--- config.mk ---
export PLATFORM = sky130hd
export DESIGN_NAME = alu_ctrl
export DESIGN_NICKNAME = d
export VERILOG_FILES = /design/src/rtl/alu_ctrl.sv
export SDC_FILE = /design/constraint.sdc
export NUM_CORES = 1
export LEC_CHECK = 0
export CELL_PAD_IN_SITES_DETAIL_PLACEMENT = 2
export CELL_PAD_IN_SITES_GLOBAL_PLACEMENT = 2
export CORE_ASPECT_RATIO = 0.8
export CORE_UTILIZATION = 21
export CTS_CLUSTER_SIZE = 25
export DETAILED_ROUTE_END_ITERATION = 10
export PLACE_DENSITY = 0.86
export SYNTH_ARGS = -nofsm -noshare
export SYNTH_HDL_FRONTEND = slang
export SYNTH_SLANG_ARGS = --single-unit
export TNS_END_PERCENT = 30
--- constraint.sdc ---
create_clock -name clk -period 2.7 [get_ports clk]
set_clock_uncertainty 0.15 [all_clocks]
set_input_delay 0.54 -clock clk [delete_from_list [all_inputs] [get_ports clk]]
set_output_delay 0.54 -clock clk [all_outputs]
set_load 0.02 [all_outputs]
--- src/rtl/alu_ctrl.sv ---
// alu_ctrl: shares one combinational 32-bit ALU between two requesters.
//
// One operation is in flight at a time. Requesters are chosen round-robin in
// IDLE. The accepted operands/opcode are driven to the ALU and held for an
// op-dependent number of EXEC cycles, then the result is returned with the
// requester id and an error flag over a valid/ready response channel.
//
// Ports:
//   clk, reset                  clock, synchronous active-low reset
//   reqN_valid/_ready           request handshake for requester N (0/1)
//   reqN_a/_b/_op               request operands and opcode
//   alu_a/_b/_op                operands and opcode to the ALU
//   alu_out                     combinational ALU result
//   rsp_valid/_ready            response handshake
//   rsp_id/_data/_err           requester id, result, error flag
module alu_ctrl #(
    parameter int unsigned MUL_CYCLES = 4,
    parameter int unsigned DIV_CYCLES = 8
) (
    input  logic        clk,
    input  logic        reset,
    input  logic        req0_valid,
    output logic        req0_ready,
    input  logic [31:0] req0_a,
    input  logic [31:0] req0_b,
    input  logic [3:0]  req0_op,
    input  logic        req1_valid,
    output logic        req1_ready,
    input  logic [31:0] req1_a,
    input  logic [31:0] req1_b,
    input  logic [3:0]  req1_op,
    output logic [31:0] alu_a,
    output logic [31:0] alu_b,
    output logic [3:0]  alu_op,
    input  logic [31:0] alu_out,
    output logic        rsp_valid,
    input  logic        rsp_ready,
    output logic        rsp_id,
    output logic [31:0] rsp_data,
    output logic        rsp_err
);

    typedef enum logic [1:0] {
        S_IDLE = 2'd0,
        S_EXEC = 2'd1,
        S_RESP = 2'd2
    } state_t;

    localparam logic [3:0] OP_MUL = 4'd2;
    localparam logic [3:0] OP_DIV = 4'd3;
    localparam logic [3:0] OP_MAX = 4'd9;   // codes above this are illegal

    localparam logic [3:0] MUL_N = 4'(MUL_CYCLES);
    localparam logic [3:0] DIV_N = 4'(DIV_CYCLES);

    state_t      state_q, state_d;
    logic        last_grant_q, last_grant_d;
    logic [3:0]  cnt_q, cnt_d;
    logic [31:0] alu_a_q, alu_a_d;
    logic [31:0] alu_b_q, alu_b_d;
    logic [3:0]  alu_op_q, alu_op_d;
    logic        rsp_id_q, rsp_id_d;
    logic [31:0] rsp_data_q, rsp_data_d;
    logic        rsp_err_q, rsp_err_d;

    // Arbitration: a lone valid wins; on a tie the one not granted last wins.
    logic        sel;
    logic        any_valid;
    logic [31:0] acc_a, acc_b;
    logic [3:0]  acc_op;

    always_comb begin
        any_valid = req0_valid | req1_valid;
        sel       = (req0_valid & req1_valid) ? ~last_grant_q : req1_valid;
        acc_a     = sel ? req1_a  : req0_a;
        acc_b     = sel ? req1_b  : req0_b;
        acc_op    = sel ? req1_op : req0_op;
        req0_ready = (state_q == S_IDLE) & req0_valid & ~sel;
        req1_ready = (state_q == S_IDLE) & req1_valid &  sel;
    end

    always_comb begin
        state_d      = state_q;
        last_grant_d = last_grant_q;
        cnt_d        = cnt_q;
        alu_a_d      = alu_a_q;
        alu_b_d      = alu_b_q;
        alu_op_d     = alu_op_q;
        rsp_id_d     = rsp_id_q;
        rsp_data_d   = rsp_data_q;
        rsp_err_d    = rsp_err_q;

        case (state_q)
            S_IDLE: begin
                if (any_valid) begin
                    alu_a_d      = acc_a;
                    alu_b_d      = acc_b;
                    alu_op_d     = acc_op;
                    rsp_id_d     = sel;
                    last_grant_d = sel;
                    // Errors are known at accept time, so skip EXEC entirely.
                    if (acc_op > OP_MAX) begin
                        rsp_data_d = 32'h0;
                        rsp_err_d  = 1'b1;
                        state_d    = S_RESP;
                    end else if (acc_op == OP_DIV && acc_b == 32'h0) begin
                        rsp_data_d = 32'hFFFF_FFFF;
                        rsp_err_d  = 1'b1;
                        state_d    = S_RESP;
                    end else begin
                        if (acc_op == OP_MUL)      cnt_d = MUL_N;
                        else if (acc_op == OP_DIV) cnt_d = DIV_N;
                        else                       cnt_d = 4'd1;
                        state_d = S_EXEC;
                    end
                end
            end
            S_EXEC: begin
                cnt_d = cnt_q - 4'd1;
                // <= 1 rather than == 1 so a zero count can never wedge EXEC.
                if (cnt_q <= 4'd1) begin
                    rsp_data_d = alu_out;
                    rsp_err_d  = 1'b0;
                    state_d    = S_RESP;
                end
            end
            S_RESP: begin
                if (rsp_ready) state_d = S_IDLE;
            end
            default: state_d = S_IDLE;
        endcase
    end

    always_ff @(posedge clk) begin
        if (!reset) begin
            state_q      <= S_IDLE;
            last_grant_q <= 1'b1;      // requester 0 wins the first tie
            cnt_q        <= 4'd0;
            alu_a_q      <= 32'h0;
            alu_b_q      <= 32'h0;
            alu_op_q     <= 4'h0;
            rsp_id_q     <= 1'b0;
            rsp_data_q   <= 32'h0;
            rsp_err_q    <= 1'b0;
        end else begin
            state_q      <= state_d;
            last_grant_q <= last_grant_d;
            cnt_q        <= cnt_d;
            alu_a_q      <= alu_a_d;
            alu_b_q      <= alu_b_d;
            alu_op_q     <= alu_op_d;
            rsp_id_q     <= rsp_id_d;
            rsp_data_q   <= rsp_data_d;
            rsp_err_q    <= rsp_err_d;
        end
    end

    assign alu_a     = alu_a_q;
    assign alu_b     = alu_b_q;
    assign alu_op    = alu_op_q;
    assign rsp_valid = (state_q == S_RESP);
    assign rsp_id    = rsp_id_q;
    assign rsp_data  = rsp_data_q;
    assign rsp_err   = rsp_err_q;

endmodule

==> impl_results.md <==
- P&R area growth vs syn: 82.2%
- Layout cells sized above 1: 14.0%
- Boundary Pins: 278
- Yosys cell types: 43
- Switching power: 2.34 mW
- Switching part of the total: 36.8%
- Post-synthesis cell count: 485
- Post-synth EDFFs: 0
- Number of routed nets with antenna violations: 0
- CTS Sinks: 109
- Hold WC Path Type: reg -> reg
- Status: completed
- Area of the core: 0.0225 mm²
- Final WS setup: 32.2 ps
- Inst Count DP: 1082
- Fin util: 39.1%
- Most frequent cell after synthesis: dfxtp_1
- Clock buffer depth: 2
- Drt wl/cell: 19.2 µm
- Pins Over Slew Limit: 0
- Top cells by area, synth: dfxtp_1 45%, mux2i_1 14%, a211oi_1 11%, o221a_1 7.0%, nor2_1 6.4%
- Part of the Yosys area used for sequential elements: 45.2%
- Async SR Flop Fraction: 0%
- Die Y: 138 µm
- Average size of a mapped cell: 9.96 µm²
- Logic gate share of total power: 45.1%
- LEAKAGE: 3.31 nW
- Die ar.: 0.0236 mm²
- Slew HR: 62.5%
- CTS tree: done
- Critical Path Fanout Max: 8
- Crit share post-route: 98.8%
- Vias per cell: 4.64
- Clock transition at path regs: 80 ps
- DR iter-0 viols: 133
- Synthesized area: 0.00483 mm²
- DRT Pass-1 Iters: 4
- Nets@finish: 970
- Synth warn: 0
- Clock share of power: 20.6%
- Synth area leader: dfxtp_1
- Total Power: 6.37 mW
- # setup viols final: 0
- P per Cell Area: 724 mW/mm²
- Worst-margin pin slew: 562 ps
- Worst-Skew Late Latency: 350 ps
- Number of synthesized register bits: 109
- DRC Markers: 0
- DP Wirelength: 16100 µm
- Global route overflow: 0
- Fin crit period: 2670 ps
- CP arrival: 2810 ps
- Via count: 5135
- Crit path launch type: input pin
- Routability cong.: 0.758
- Share of power burned in registers: 34.3%
- Final hold vios: 0
- Dpl ws: -793 ps
- Number of port buffers: 277
- Final-layout fill cell count: 2412
- Max_cap viols: 0
- Pin count of the biggest net entering global routing: 108
- Most common library cells after synthesis: 109 x dfxtp_1, 82 x nor2_1, 72 x a211oi_1
- Initial antenna violation count: 2
- H-Tree Depth: 3
- Post-synth top area share: 45.2%
- Crit Path Category: in -> reg
- Peak supply drop: 0.267 mV
- Initial core utilization: 21.5%
- Number of global-route vias before repair: 5498
- Final wirelength: 21200 µm
- Row cnt: 49
- Synth Flop Type: dfxtp_1
- Final Non-Filler Cells: 1106
- First-pass GRT wire length: 31800 µm
- Total track usage: 17.9%
- Internal power: 4.03 mW
- Chip width: 172 µm
- CP Capture Type: flop
- WP data required: 2840 ps
- Clock root buffer: clkbuf_16
- Max Fclk: 375 MHz
- Net Count, Synth: 660
- CTS buffer count: 9
cell type report:
class / count / area [µm²] / area share, %
clock inverter: 5 / 43.8 / 0.498
timing repair buffer: 340 / 3320 / 37.7
multi-input combinational: 329 / 2610 / 29.6
sequential: 109 / 2180 / 24.8
inverter: 6 / 22.5 / 0.256
antenna: 1 / 2.50 / 0.0284
clock buffer: 10 / 239 / 2.72
tap: 306 / 383 / 4.35
flip-flops by register name, indices dropped and copies added, names as in the netlist:
signal / cells
rsp_id: 1
rsp_err: 1
alu_a: 32
state_q: 2
last_grant_q: 1
cnt_q: 4
rsp_data: 32
alu_op: 4
alu_b: 32
power groups by stage:
stage | registers [mW] | logic (mW) | clock network [mW]
floorplan | 2.60 | 0.964 | 0
global placement | 2.20 | 2.68 | 0
detailed placement | 2.23 | 2.76 | 0
CTS | 2.19 | 2.91 | 1.38
global route | 2.24 | 3.07 | 1.44
finish | 2.19 | 2.87 | 1.31
final timing paths:
| path | slack (ps) | to | start | cells past startpoint |
|---|---|---|---|---|
| min reg2reg | 310 | rsp_err$_SDFFE_PN0P_ | rsp_err$_SDFFE_PN0P_ | 2 |
| max reg2reg | 360 | rsp_data[16]$_SDFFE_PN0P_ | last_grant_q$_SDFFE_PN1P_ | 8 |
| min | 310 | rsp_err$_SDFFE_PN0P_ | rsp_err$_SDFFE_PN0P_ | 2 |
| max | 30 | rsp_data[16]$_SDFFE_PN0P_ | req0_b[24] | 9 |
routing by layer:
metal  GRT usage [%]  vias up  routed length, µm
li1                -     2461                  -
met1            20.1     2477               8610
met2            31.6      170              10500
met3            6.32       25               1730
met4            5.31        2                367
met5               0        -                 17
cell families after synthesis:
family / share of synthesized area, %
xor gates and xnor gates: 0.363
muxes: 14.5
buffers and inverters: 4.46
adders and majority gates: 0.518
and+or+nand+nor: 12.7
DFF: 45.2
AOI/OAI and AO/OA: 22.2
what timing repair did:
action	CTS	global route
buffers inserted	6	2
pin swaps	4	9
endpoints found under the setup margin	40	36
gates cloned	2	0
hold buffers	0	0
resized for setup	62	14
layout by cell type (no fill, tap or decap), drive strengths merged, types with 2 or more instances in the layout:
master,count
a2111oi,2
a211oi,72
a21oi,5
buf,64
clkbuf,12
clkdlybuf4s15,4
clkdlybuf4s50,240
clkinvlp,2
dfxtp,109
dlygate4sd2,27
dlymetal6s2s,3
ha,2
inv,8
mux2i,69
nand2,9
nand4,2
nor2,82
nor2b,2
nor3,6
nor3b,2
nor4,17
o21ai,5
o221a,33
critical path: stages:
cell and delay [ps]:
clkdlybuf4s50_1 460, nor4_4 180, nand2_1 120, or3_4 390, a211o_4 360, a31oi_4 240
buf_6 170, buf_12 130, o221a_1 210
per-stage QoR:
| step | hold slack (ps) | setup TNS (ps) | instance area, µm² |
|---|---|---|---|
| finish | 306 | 0 | 8800 |
| global route | 342 | -2.27 | 8800 |
| CTS | 306 | -0.633 | 8770 |
| detailed placement | 294 | -22190 | 8270 |
| global placement | 297 | -15530 | 8270 |
| floorplan | 315 | 0 | 4830 |
(Power assumes the default switching activity.)
